**src/rtl/msk_share_encoder.sv**
```systemverilog
// msk_share_encoder
//   Masking front-end: turns an unmasked W-bit word into a d-share Boolean
//   sharing. Fresh share randomness comes from a seedable 32-bit LFSR; each
//   accepted word consumes exactly R = W*(d-1) LFSR steps that were produced
//   after the previous acceptance or reseed, so no random bit is ever reused.
//
// Ports
//   clk, rst    : clock, synchronous active-high reset
//   seed        : LFSR seed (zero is replaced by 1)
//   seed_valid  : load seed this cycle, always accepted
//   in_data     : unmasked word, valid/ready handshake with in_valid/in_ready
//   out         : sharing, share j of bit i at out[i*d+j]
//   out_valid   : out holds a sharing, held until out_ready
//   out_ready   : consumer takes out this cycle
module msk_share_encoder #(
  parameter int d = 2,
  parameter int W = 4
) (
  input  logic           clk,
  input  logic           rst,
  input  logic [31:0]    seed,
  input  logic           seed_valid,
  input  logic [W-1:0]   in_data,
  input  logic           in_valid,
  output logic           in_ready,
  output logic [W*d-1:0] out,
  output logic           out_valid,
  input  logic           out_ready
);

  localparam int R  = W * (d - 1);
  localparam int CW = (R > 1) ? $clog2(R) : 1;
  localparam logic [CW-1:0] CNT_LAST = CW'(R - 1);

  typedef enum logic [1:0] {
    SEED  = 2'd0,
    FILL  = 2'd1,
    READY = 2'd2
  } state_t;

  state_t          state;
  logic [31:0]     lfsr;
  logic [R-1:0]    rbuf;
  logic [CW-1:0]   cnt;
  logic            fb;
  logic [R-1:0]    rbuf_next;
  logic [W*d-1:0]  enc;
  logic            accept;

  assign fb = lfsr[31] ^ lfsr[21] ^ lfsr[1] ^ lfsr[0];

  // Newest random bit always enters at rbuf[0].
  generate
    if (R == 1) begin : g_rbuf1
      assign rbuf_next = fb;
    end else begin : g_rbufn
      assign rbuf_next = {rbuf[R-2:0], fb};
    end
  endgenerate

  // A reseed on the same cycle blocks acceptance: the buffered randomness is
  // about to be discarded.
  assign in_ready = (state == READY) && (!out_valid || out_ready) && !seed_valid;
  assign accept   = in_valid && in_ready;

  // Shares 1..d-1 are raw random bits; share 0 closes the XOR to the data bit.
  always_comb begin
    logic x;
    enc = '0;
    x   = 1'b0;
    for (int i = 0; i < W; i++) begin
      x = in_data[i];
      for (int j = 1; j < d; j++) begin
        enc[i*d+j] = rbuf[i*(d-1)+j-1];
        x          = x ^ rbuf[i*(d-1)+j-1];
      end
      enc[i*d] = x;
    end
  end

  always_ff @(posedge clk) begin
    if (rst) begin
      state     <= SEED;
      lfsr      <= '0;
      rbuf      <= '0;
      cnt       <= '0;
      out       <= '0;
      out_valid <= 1'b0;
    end else begin
      // Output stage: a same-edge accept overrides the consume (no bubble).
      if (accept) begin
        out       <= enc;
        out_valid <= 1'b1;
      end else if (out_valid && out_ready) begin
        out_valid <= 1'b0;
      end

      if (seed_valid) begin
        // All-zero is the LFSR lock-up state, so it is never loaded.
        lfsr  <= (seed == 32'h0) ? 32'h1 : seed;
        rbuf  <= '0;
        cnt   <= '0;
        state <= FILL;
      end else begin
        case (state)
          FILL: begin
            lfsr <= {lfsr[30:0], fb};
            rbuf <= rbuf_next;
            cnt  <= cnt + 1'b1;
            if (cnt == CNT_LAST) state <= READY;
          end
          READY: begin
            if (accept) begin
              cnt   <= '0;
              state <= FILL;
            end
          end
          default: ;
        endcase
      end
    end
  end

endmodule

```
**config.mk**
```make
export PLATFORM = sky130hd
export DESIGN_NAME = msk_share_encoder
export DESIGN_NICKNAME = d
export VERILOG_FILES = /design/src/rtl/msk_share_encoder.sv
export SDC_FILE = /design/constraint.sdc
export NUM_CORES = 1
export LEC_CHECK = 0
export ABC_CLOCK_PERIOD_IN_PS = 1100
export CAP_MARGIN = 20
export CORE_MARGIN = 8
export CORE_UTILIZATION = 47
export CTS_BUF_LIST = sky130_fd_sc_hd__clkbuf_8
export DETAILED_ROUTE_END_ITERATION = 16
export PLACE_DENSITY = 0.78
export SYNTH_ARGS = -nofsm -noshare
export SYNTH_HDL_FRONTEND = slang
export SYNTH_SLANG_ARGS = --single-unit
```
**constraint.sdc**
```tcl
create_clock -name clk -period 1.1 [get_ports clk]
set_input_delay 0.22 -clock clk [delete_from_list [all_inputs] [get_ports clk]]
set_output_delay 0.22 -clock clk [all_outputs]
set_load 0.005 [all_outputs]
```
==> impl_metrics.toml, run 1 <==
[timing]
fmax_mhz = 746
min_period_over_period_pct = 122
holdWs_ns = 0.278
tns_ns = -8.02
worstMarginPinSlew_ns = 0.518
fin_crit_ns = 1.34
hold_viol = 0
maxSlewViolCount = 0
clock_skew_ns = 0.00681
setup_viol = 48
rsz0062_at_grt = "true"
relSlewSlack_pct = 65.4
setup_slack_ns = -0.241

[setup_path]
slowest_stage = "dfxtp_4"
crit_chain = "buf_6, nor2b_4, buf_12, clkbuf_16, nand2_1, a21oi_1, a21oi_1"
r2r_cells = 7
worstPathRequired_ns = 1.30
path_class = "flop to flop"
critPathCaptureType = "flop"
critPathBufInv = 3
critPathLaunchType = "flop"
crit_fanout = 8
critical-path-top-delay-family = "buffers and inverters"
worst-path-stages = 7
cp_common_cell = "a21oi_1"
critPathMaxStageDelay_ns = 0.37
arrival_ns = 1.54

[worst_hold_path]
hold_path_class = "primary input to flop"
whs_path_depth = 3

[route]
firstDrtPassIters = 4
drtIter0Drc = 84
drc = 0
met3WireLength_um = 354
ant_nets = 0
vias = 2230
wl_met2_um = 3220
wire_per_inst_um = 15.3
viasPerCell = 5.32
met1_length_um = 2800
routed.top_layer = "met4"
wl_um = 6400

[synthesis]
yosysWarnings = 0
async_reset_ff_share_pct = 0
synthFlopType = "dfxtp_1"
seq_area_frac_synth_pct = 40.9
synth_area_um2 = 2400
synth_fp_nets = 309
syn_avg_cell_area_um2 = 8.99
syn_inst = 267
synth-seq-cells = 49
synth_edf_count = 0
synth_cell_types = 31

[clocking]
insertion_delay_ns = 0.30
cts_buffer_depth = 2
cts_tree = "built"
root_buffer = "clkbuf_8"
clock-sinks = 49
ctsHtreeMaxLevel = 2
cts_hold_buffers = 0
cts_made_buffers = 5
clk_pin_slew_ns = 0.09

[final_layout]
diodes = 0
drive_above_1_share_pct = 44.7
n_fill_cell = 401
syn_to_final_growth_pct = 50.6
multi_input_area_um2 = 1450
final_cell_mix = "43 x nand2_1, 38 x dfxtp_1, 33 x nor2_1"
utilization_pct = 72.2
nets = 390
final_common_cell = "nand2_1"
regArea_um2 = 1000

[floorplan]
die_y_um = 87.5
rows = 26
io_pins = 51
die-area_um2 = 7650
start_util_pct = 47.9
core_um2 = 5010
die_w_um = 87.5

[global_routing]
first_global_vias = 2233
grt_pass1_wl_um = 10300
grt_usage_pct = 16.7
grt_max_degree = 34
antenna_found_initial = 0
overflow = 0

[outcome]
status = "finished with violations"
violations = "negative setup slack"

[placed_design]
gp_congestion = 0.723
dp.final_hpwl_um = 3930
io_buffers = 50

[power]
ir_drop_uv = 739
p_per_area_nw_per_um2 = 1180
cellLeakagePower_nw = 1.35

[job]
timing.max_cap.violations = 0
sequential cells by signal, summed over array words and instances (netlist names):
signal	count
cnt	2
state	2
rbuf	4
lfsr	32
out_valid	1
out	8
worst paths after layout:
kind	end	slack (ns)	startpoint
max	state[0]	-0.24	state[0]
min	out[5]	0.28	rst
max reg2reg	state[0]	-0.24	state[0]
min reg2reg	out[3]	0.46	out[3]
synth_stat cells, types with 5 or more instances:
master	number	area share [%]
nand2_1	54	8.4
dfxtp_1	49	41
nor2_1	38	5.9
a311oi_2	25	16
nand2_2	24	6.3
a21oi_1	12	2.5
clkbuf_1	9	1.4
nor4_1	8	2.1
a311oi_1	6	2.2
xnor2_1	6	2.2
a211oi_1	5	1.6
worst reg2reg max path: stages, from the launching register on:
cell	delay (ns)
dfxtp_4	0.37
buf_6	0.11
nor2b_4	0.15
buf_12	0.14
clkbuf_16	0.16
nand2_1	0.08
a21oi_1	0.14
a21oi_1	0.08
per-layer routing:
| layer | track usage [%] | vias up |
|---|---|---|
| li1 | - | 1100 |
| met4 | 2.34 | 0 |
| met3 | 5.57 | 4 |
| met2 | 28.9 | 50 |
| met5 | 0 | - |
| met1 | 19.7 | 1076 |
kinds of logic after synthesis:
kind of cell             count (synthesis)  share of synthesized area [%]
XOR/XNOR                                 7                           2.55
AO/OA/AOI/OAI                           49                           22.4
AND/OR/NAND/NOR                        137                           26.5
flip-flops                              49                           40.9
buffers and inverters                   22                           6.31
multiplexers                             2                          0.834
adder cells (fa/ha/maj)                  1                          0.521
metrics by stage:
| stage | area (um^2) | total power, mW | setup WS [ns] | std cells |
|---|---|---|---|---|
| 2_1_floorplan | 2430 | 2.38 | -0.0151 | 267 |
| 3_3_place_gp | 3180 | 2.69 | -0.633 | 399 |
| 3_5_place_dp | 3180 | 2.71 | -0.653 | 399 |
| 4_1_cts | 3420 | 4.23 | -0.206 | 412 |
| 5_1_grt | 3610 | 4.47 | -0.285 | 419 |
| 6_report | 3610 | 4.27 | -0.241 | 419 |
repair_timing:
item,CTS,global route
setup endpoints to repair,59,53
gates cloned,1,3
pin swaps,11,20
buffers inserted,4,4
gates resized for setup,59,29
final cells by class:
class / count / share of cell area [%]
flip-flops and latches: 49 / 27.7
repair buffers: 94 / 26.1
well taps: 70 / 2.42
clock buffers: 5 / 1.90
inverters: 1 / 0.104
clock inverters: 3 / 1.80
multi-input cells: 197 / 40.0
where the power goes:
group          internal, mW  switching (mW)  total (mW)
Sequential             1.87          0.0723        1.94
Combinational         0.449           0.384       0.833
Clock                 0.903           0.599        1.50
Total                  3.22            1.05        4.27
(Power assumes the default switching activity.)
==> run 2, diff against run 1 <==
CORE_UTILIZATION = 46   (was 47)
PLACE_DENSITY = 0.76   (was 0.78)
==> impl_metrics.toml, run 2 (synthesized netlist as in run 1, its figures left out) <==
[outcome]
status = "finished with violations"
violations = "negative setup slack"

[setup_path]
critPathMaxStageDelay_ns = 0.37
worstPathRequired_ns = 1.32
arrival_ns = 1.59
crit_fanout = 9
slowest_stage = "dfxtp_4"
critPathCaptureType = "flop"
critPathLaunchType = "flop"
path_class = "flop to flop"
crit_chain = "buf_6, nor2b_4, buf_12, clkbuf_16, nand2_1, a311oi_1"

[placed_design]
gp_congestion = 0.730
place_area_um2 = 3160
io_buffers = 50
dp.final_hpwl_um = 4060
place_ws_ns = -0.605

[timing]
setup_slack_ns = -0.271
relSlewSlack_pct = 78.7
rsz0062_at_grt = "true"
clock_skew_ns = 0.00638
worstMarginPinSlew_ns = 0.317
fin_crit_ns = 1.37
setup_viol = 47
maxSlewViolCount = 0
hold_viol = 0
min_period_over_period_pct = 125
tns_ns = -8.31
fmax_mhz = 730

[clocking]
clk_pin_slew_ns = 0.09
ctsHtreeMaxLevel = 2
cts_tree = "built"
cts_hold_buffers = 0
cts_made_buffers = 5
clock-sinks = 49
cts_buffer_depth = 2
insertion_delay_ns = 0.31
root_buffer = "clkbuf_8"

[floorplan]
core_um2 = 5070
die_y_um = 88.2
start_util_pct = 47.3
io_pins = 51
die-area_um2 = 7780
die_w_um = 88.2
rows = 26

[route]
drc = 0
vias = 2212
wl_um = 6340
viasPerCell = 5.29
wire_per_inst_um = 15.2
ant_nets = 0
firstDrtPassIters = 4
drtIter0Drc = 99

[final_layout]
regMostFlops = "lfsr"
final_common_cell = "nand2_1"
nets = 389
fin_area_um2 = 3530
top_regs = "lfsr: 32 flops, out: 8 flops, rbuf: 4 flops"
final_cell_mix = "41 x nand2_1, 38 x dfxtp_1, 37 x clkdlybuf4s50_1"
largest_reg_flops = 32
drive_above_1_share_pct = 43.7
multi_input_area_um2 = 1400
diodes = 0
n_fill_cell = 412
syn_to_final_growth_pct = 47.1
regArea_um2 = 1000

[global_routing]
first_global_vias = 2176
grt_usage_pct = 15.5
grt_max_degree = 36
grt_pass1_wl_um = 9650
overflow = 0
antenna_found_initial = 0

[power]
p_total_mw = 3.85
p_per_area_nw_per_um2 = 1090
ir_drop_uv = 799
cellLeakagePower_nw = 1.28

[worst_hold_path]
hold_path_class = "primary input to flop"

[job]
timing.max_cap.violations = 0
run 2: cell type report:
class | count | area share, %
multi-input cells | 197 | 39.7
flip-flops and latches | 49 | 28.3
repair buffers | 93 | 26.8
well taps | 70 | 2.48
clock buffers | 5 | 1.95
clock inverters | 3 | 0.602
inverters | 1 | 0.106
run 2: worst paths after layout:
path             from  endpoint  slack [ns]  cells after the start
min               rst   rbuf[1]        0.31                      3
max reg2reg  state[0]   lfsr[2]       -0.27                      6
min reg2reg    out[1]    out[1]        0.46                      2
max          state[0]   lfsr[2]       -0.27                      6
run 2: critical path, delay by kind of cell (launching register included):
kind                   cells  cell delay (ns)
DFF                        1             0.37
AOI/OAI and AO/OA          1             0.28
buffers and inverters      3             0.40
and+or+nand+nor            2             0.22
run 2: report_power, final:
| group | total [mW] | switching, mW | internal (mW) |
|---|---|---|---|
| Combinational | 0.826 | 0.377 | 0.449 |
| Sequential | 1.94 | 0.0715 | 1.87 |
| Clock | 1.08 | 0.632 | 0.452 |
| Total | 3.85 | 1.08 | 2.77 |
run 2: per-layer routing:
layer | vias up | global-route usage [%] | routed length [um] | share of wire [%]
met5 | - | 0 | 0 | 0
li1 | 1103 | - | - | -
met1 | 1055 | 18.2 | 2850 | 45
met2 | 45 | 26.7 | 3110 | 49
met3 | 9 | 3.90 | 291 | 4.6
met4 | 0 | 5.53 | 85 | 1.3
run 2: per-stage QoR:
step           instances  util (%)  hold WS [ns]
4_1_cts              408      65.6         0.297
5_1_grt              418      69.6         0.330
6_report             418      69.6         0.308
2_1_floorplan        267         -         0.390
3_5_place_dp         397      62.2         0.447
3_3_place_gp         397      62.2         0.445
run 2: timing repair:
item | CTS | global route
pin swaps | 8 | 22
gates cloned | 1 | 5
setup endpoints to repair | 58 | 58
gates resized for setup | 48 | 26
buffers inserted | 2 | 5
==> run 3, diff against run 2 <==
CORE_MARGIN = not set   (was 8)
CTS_CLUSTER_DIAMETER = 200   (was not set)
==> impl_metrics.toml, run 3 (synthesized netlist as in run 1, its figures left out) <==
[clocking]
cts_made_buffers = 5
insertion_delay_ns = 0.31
clock-sinks = 49
ctsHtreeMaxLevel = 2
cts_hold_buffers = 0
cts_buffer_depth = 2
root_buffer = "clkbuf_8"
clk_pin_slew_ns = 0.09
cts_tree = "built"

[route]
drtIter0Drc = 162
wl_um = 6810
viasPerCell = 5.38
ant_nets = 0
vias = 2301
drc = 0
wire_per_inst_um = 15.9
firstDrtPassIters = 4

[timing]
setup_viol = 49
setup_slack_ns = -0.239
rsz0062_at_grt = "true"
clock_skew_ns = 0.0106
maxSlewViolCount = 0
fmax_mhz = 747
hold_viol = 0
fin_crit_ns = 1.34
worstMarginPinSlew_ns = 0.336
relSlewSlack_pct = 77.6
min_period_over_period_pct = 122

[final_layout]
drive_above_1_share_pct = 48.2
n_fill_cell = 358
multi_input_area_um2 = 1480
top_regs = "lfsr: 32 flops, out: 8 flops, rbuf: 4 flops"
utilization_pct = 75.6
regMostFlops = "lfsr"
layout.cells.non_filler = 428
regArea_um2 = 1000
nets = 402
diodes = 0
syn_to_final_growth_pct = 53.8
final_cell_mix = "41 x nand2_1, 41 x buf_4, 38 x dfxtp_1, 38 x clkdlybuf4s50_1, 33 x nor2_1"
largest_reg_flops = 32

[outcome]
violations = "negative setup slack"
status = "finished with violations"

[placed_design]
place_ws_ns = -0.540
dp.final_hpwl_um = 3920
gp_congestion = 0.751
dpl.cell_count = 403
io_buffers = 50

[global_routing]
grt_usage_pct = 22.4
overflow = 0
first_global_vias = 2152
grt_pass1_wl_um = 9620
grt_max_degree = 37
antenna_found_initial = 0

[worst_hold_path]
hold_path_class = "primary input to flop"

[floorplan]
die_y_um = 74.2
die_w_um = 74.2
rows = 25
start_util_pct = 49.2
die-area_um2 = 5510
core_um2 = 4880
io_pins = 51

[setup_path]
worst-r2r-setup-slack_ns = -0.24
regToRegEndpoint = "lfsr[0]"
timing.rr.start = "state[0]"
critPathCaptureType = "flop"
r2r_cells = 6
setup.worst_path.start = "state[0]"
worstPathRequired_ns = 1.32
critPathLaunchType = "flop"
path_class = "flop to flop"
endpoint = "lfsr[0]"
arrival_ns = 1.56
crit_fanout = 6

[power]
cellLeakagePower_nw = 1.41
ir_drop_uv = 761
p_total_mw = 3.95
p_per_area_nw_per_um2 = 1070

[job]
timing.max_cap.violations = 0
## run 3: cell types whose count changed in the layout (fill, tap and decap cells not counted), moves of 2 or more
cell and change:
buf_6 -4, nand2_2 -6, buf_4 +16, a21oi_2 +3
a21oi_1 -3, nor2_1 -2, nand2_4 +6
## run 3: metal layers
metal	vias up	track usage (%)	wire [um]	share of wire, %
li1	1131	-	-	-
met1	1108	28.0	2920	43
met3	11	4.61	203	3.0
met4	0	6.08	112	1.6
met5	-	0	0	0
met2	51	39.3	3570	52
## run 3: report_power, final
group	total (mW)	switching (mW)	internal, mW	leakage [nW]
registers	1.95	0.0815	1.87	0.410
logic	0.925	0.417	0.508	0.949
clock network	1.07	0.627	0.445	0.0497
## run 3: cell type report
class	count	area share, %
Inverter	1	0.102
Multi-Input combinational cell	197	40.2
Sequential cell	49	27.1
Timing Repair Buffer	106	28.0
Tap cell	67	2.27
Clock buffer	5	1.86
Clock inverter	3	0.475
## run 3: worst min-delay path by stage
| stage | slack [ns] | cells past startpoint | to | start |
|---|---|---|---|---|
| after floorplan | 0.39 | 2 | lfsr[1] | seed[1] |
| after CTS | 0.16 | 2 | out[5] | rst |
| after detailed placement | 0.45 | 2 | out[5] | out[5] |
| after global routing | 0.17 | 2 | out_valid | rst |
| final | 0.16 | 2 | out_valid | rst |
| after global placement | 0.44 | 2 | out[5] | out[5] |
## run 3: timing repair
item | in CTS | in global routing
hold endpoints to repair | 0 | 0
setup endpoints to repair | 58 | 53
cloned | 1 | 5
pin swaps | 4 | 28
setup buffers | 3 | 9
resized for setup | 38 | 51
## run 3: metrics by stage
| stage | cell area, um^2 | setup TNS (ns) | hold slack, ns |
|---|---|---|---|
| after CTS | 3380 | -7.24 | 0.162 |
| after detailed placement | 3220 | -20.11 | 0.455 |
| final | 3690 | -8.58 | 0.164 |
| after global placement | 3220 | -18.88 | 0.445 |
| after floorplan | 2430 | -0.106 | 0.390 |
| after global routing | 3690 | -10.91 | 0.167 |
## run 3: critical path, cell delays in order (launching register included)
cell	delay (ns)
dfxtp_4	0.37
buf_6	0.12
nor2b_4	0.12
buf_12	0.14
buf_12	0.14
mux2i_4	0.18
a211oi_2	0.19
==> variant (flow settings as in run 3) <==
Change the parameter `d` from 2 to 8.
--- a/src/rtl/msk_share_encoder.sv
+++ b/src/rtl/msk_share_encoder.sv
@@ -13,7 +13,7 @@
 //   out_valid   : out holds a sharing, held until out_ready
 //   out_ready   : consumer takes out this cycle
 module msk_share_encoder #(
-  parameter int d = 2,
+  parameter int d = 8,
   parameter int W = 4
 ) (
   input  logic           clk,
Ports: changed (resized out); port bits go from 51 to 75. No check against the original RTL was run, so the function may have changed too.
==> variant against run 3 <==
Worst hold slack improved by 0.077 ns; the run still ends with negative setup slack left; global-route usage up 2.5 points; critical endpoint is now lfsr[12]; power increased by 95%; final area increased by 77%; largest cell class unchanged; synthesized area up 75%; sequential cell count is 51 higher; via count is 83% higher; count of clock-buffer cells in the layout up 4; setup slack got worse by 0.13 ns; wire length rose by 88%.
==> variant: results (changes against run 3) <==
| Metric | Value |
|---|---|
| Worst Skew | 0.01251 ns (was 0.01062 ns) |
| CTS Buf Count | 9 (was 5) |
| Post-DP HPWL | 6754 um (was 3922 um) |
| Post-synth top cells | nand2_1 (177), dfxtp_1 (100), a21oi_1 (63) (was nand2_1 (54), dfxtp_1 (49), nor2_1 (38)) |
| Worst endpoint data arrival time | 1.74 ns (was 1.56 ns) |
| Vias | 4221 (was 2301) |
| Reg2reg end | lfsr[12] (was lfsr[0]) |
| Reg-to-reg startpoint | state[1] (was state[0]) |
| R2R cell count | 5 (was 6) |
| Worst-Skew Late Latency | 0.37 ns (was 0.31 ns) |
| Distinct cells, synth | 32 (was 31) |
| Peak supply drop | 0.0005968 V (was 0.0007607 V) |
| Setup WS post-layout | -0.3655 ns (was -0.2387 ns) |
| P_leak | 2.674 nW (was 1.408 nW) |
| Nets@finish | 700 (was 402) |
| First-pass GRT wire length | 19150 um (was 9618 um) |
| H-tree depth | 3 (was 2) |
| P_sw | 0.001902 W (was 0.001126 W) |
| Total track usage | 24.90% (was 22.43%) |
| Failing checks | negative setup slack (unchanged) |
| Final RePlAce weighted congestion | 0.8092 (was 0.7512) |
| Post-Place Cell Area | 5490 um^2 (was 3219 um^2) |
| Syn Nets | 560 (was 309) |
| Outcome | complete, but fails checks (unchanged) |
| Dpl ws | -0.6746 ns (was -0.5397 ns) |
| Largest registers | lfsr x32, out x32, rbuf x28 (was lfsr x32, out x8, rbuf x4) |
| Final setup vio count | 102 (was 49) |
| Worst slew margin | 62.50% (was 77.57%) |
| Top cells by area, synth | dfxtp_1 (48%), nand2_1 (16%), a21oi_1 (7.5%) (was dfxtp_1 (41%), a311oi_2 (16%), nand2_1 (8.4%)) |
| DRT Wirelength | 12820 um (was 6807 um) |
| Share of cells above drive strength 1 | 43.89% (was 48.20%) |
| Initial drt markers | 220 (was 162) |
==> variant: cell count changes in the layout (fill, tap and decap cells not counted), sizes merged, moves of 24 or more <==
cell,run 3,this run
a21oi,12,63
buf,56,124
dfxtp,49,100
nand2,78,177
xnor2,6,30
==> variant: repair_timing <==
item                       in CTS  in global routing
buffers inserted               10                  5
gates resized for setup       219                 96
cloned                          6                  4
pin swaps                      32                 47
setup endpoints to repair     134                102
==> variant: kinds of logic after synthesis <==
logic type      Yosys count  share of synthesized area [%]
compound gates          100                          15.52
xor+xnor                 34                          7.092
fa+ha+maj                 1                         0.2979
buf+inv                  41                          5.393
flops                   100                          47.68
simple gates            242                          24.02
==> variant: critical path, cell delays in order, from the launching register on <==
cell      delay [ns]
dfxtp_2         0.33
buf_6           0.11
and2b_4         0.37
buf_12          0.17
nand2_1         0.08
a311oi_2        0.30
==> variant: area by class of cell <==
cell class	instances	area (um^2)	share of cell area (%)
Multi-Input combinational cell	377	2462	37.75
Inverter	1	3.754	0.05755
Clock buffer	9	123.9	1.899
Timing Repair Buffer	169	1637	25.09
Clock inverter	7	115.1	1.765
Tap cell	108	135.1	2.072
Sequential cell	100	2046	31.36
==> variant: power by group through the flow <==
| stage | combinational [W] | clock [W] | sequential (W) |
|---|---|---|---|
| after floorplan | 0.000399 | 0 | 0.00384 |
| after global placement | 0.000715 | 0 | 0.00385 |
| after detailed placement | 0.000732 | 0 | 0.00385 |
| after CTS | 0.000939 | 0.00280 | 0.00377 |
| after global routing | 0.00113 | 0.00296 | 0.00380 |
| final | 0.00107 | 0.00282 | 0.00379 |
==> variant: metal layers <==
metal	routed length, um	GRT usage (%)
met4	260	12.78
met5	0	0
met1	5116	28.36
met2	6804	44.86
met3	643	3.669
==> variant: how the worst max path moves through the flow <==
stage | startpoint | to
2_1_floorplan | state[0] | state[0]
3_3_place_gp | out_ready | in_ready
3_5_place_dp | out_ready | in_ready
4_1_cts | state[0] | in_ready
5_1_grt | state[1] | lfsr[12]
6_report | state[1] | lfsr[12]
==> variant: metrics by stage <==
| stage | std cells | setup TNS [ns] | total power [W] | utilization (%) |
|---|---|---|---|---|
| 3_5_place_dp | 733 | -47.64 | 0.004580 | 62.65 |
| 4_1_cts | 765 | -24.44 | 0.007517 | 69.27 |
| 5_1_grt | 771 | -34.90 | 0.007890 | 74.43 |
| 6_report | 771 | -29.67 | 0.007678 | 74.43 |
| 3_3_place_gp | 733 | -44.89 | 0.004560 | 62.65 |
| 2_1_floorplan | 518 | -3.363 | 0.004239 | - |
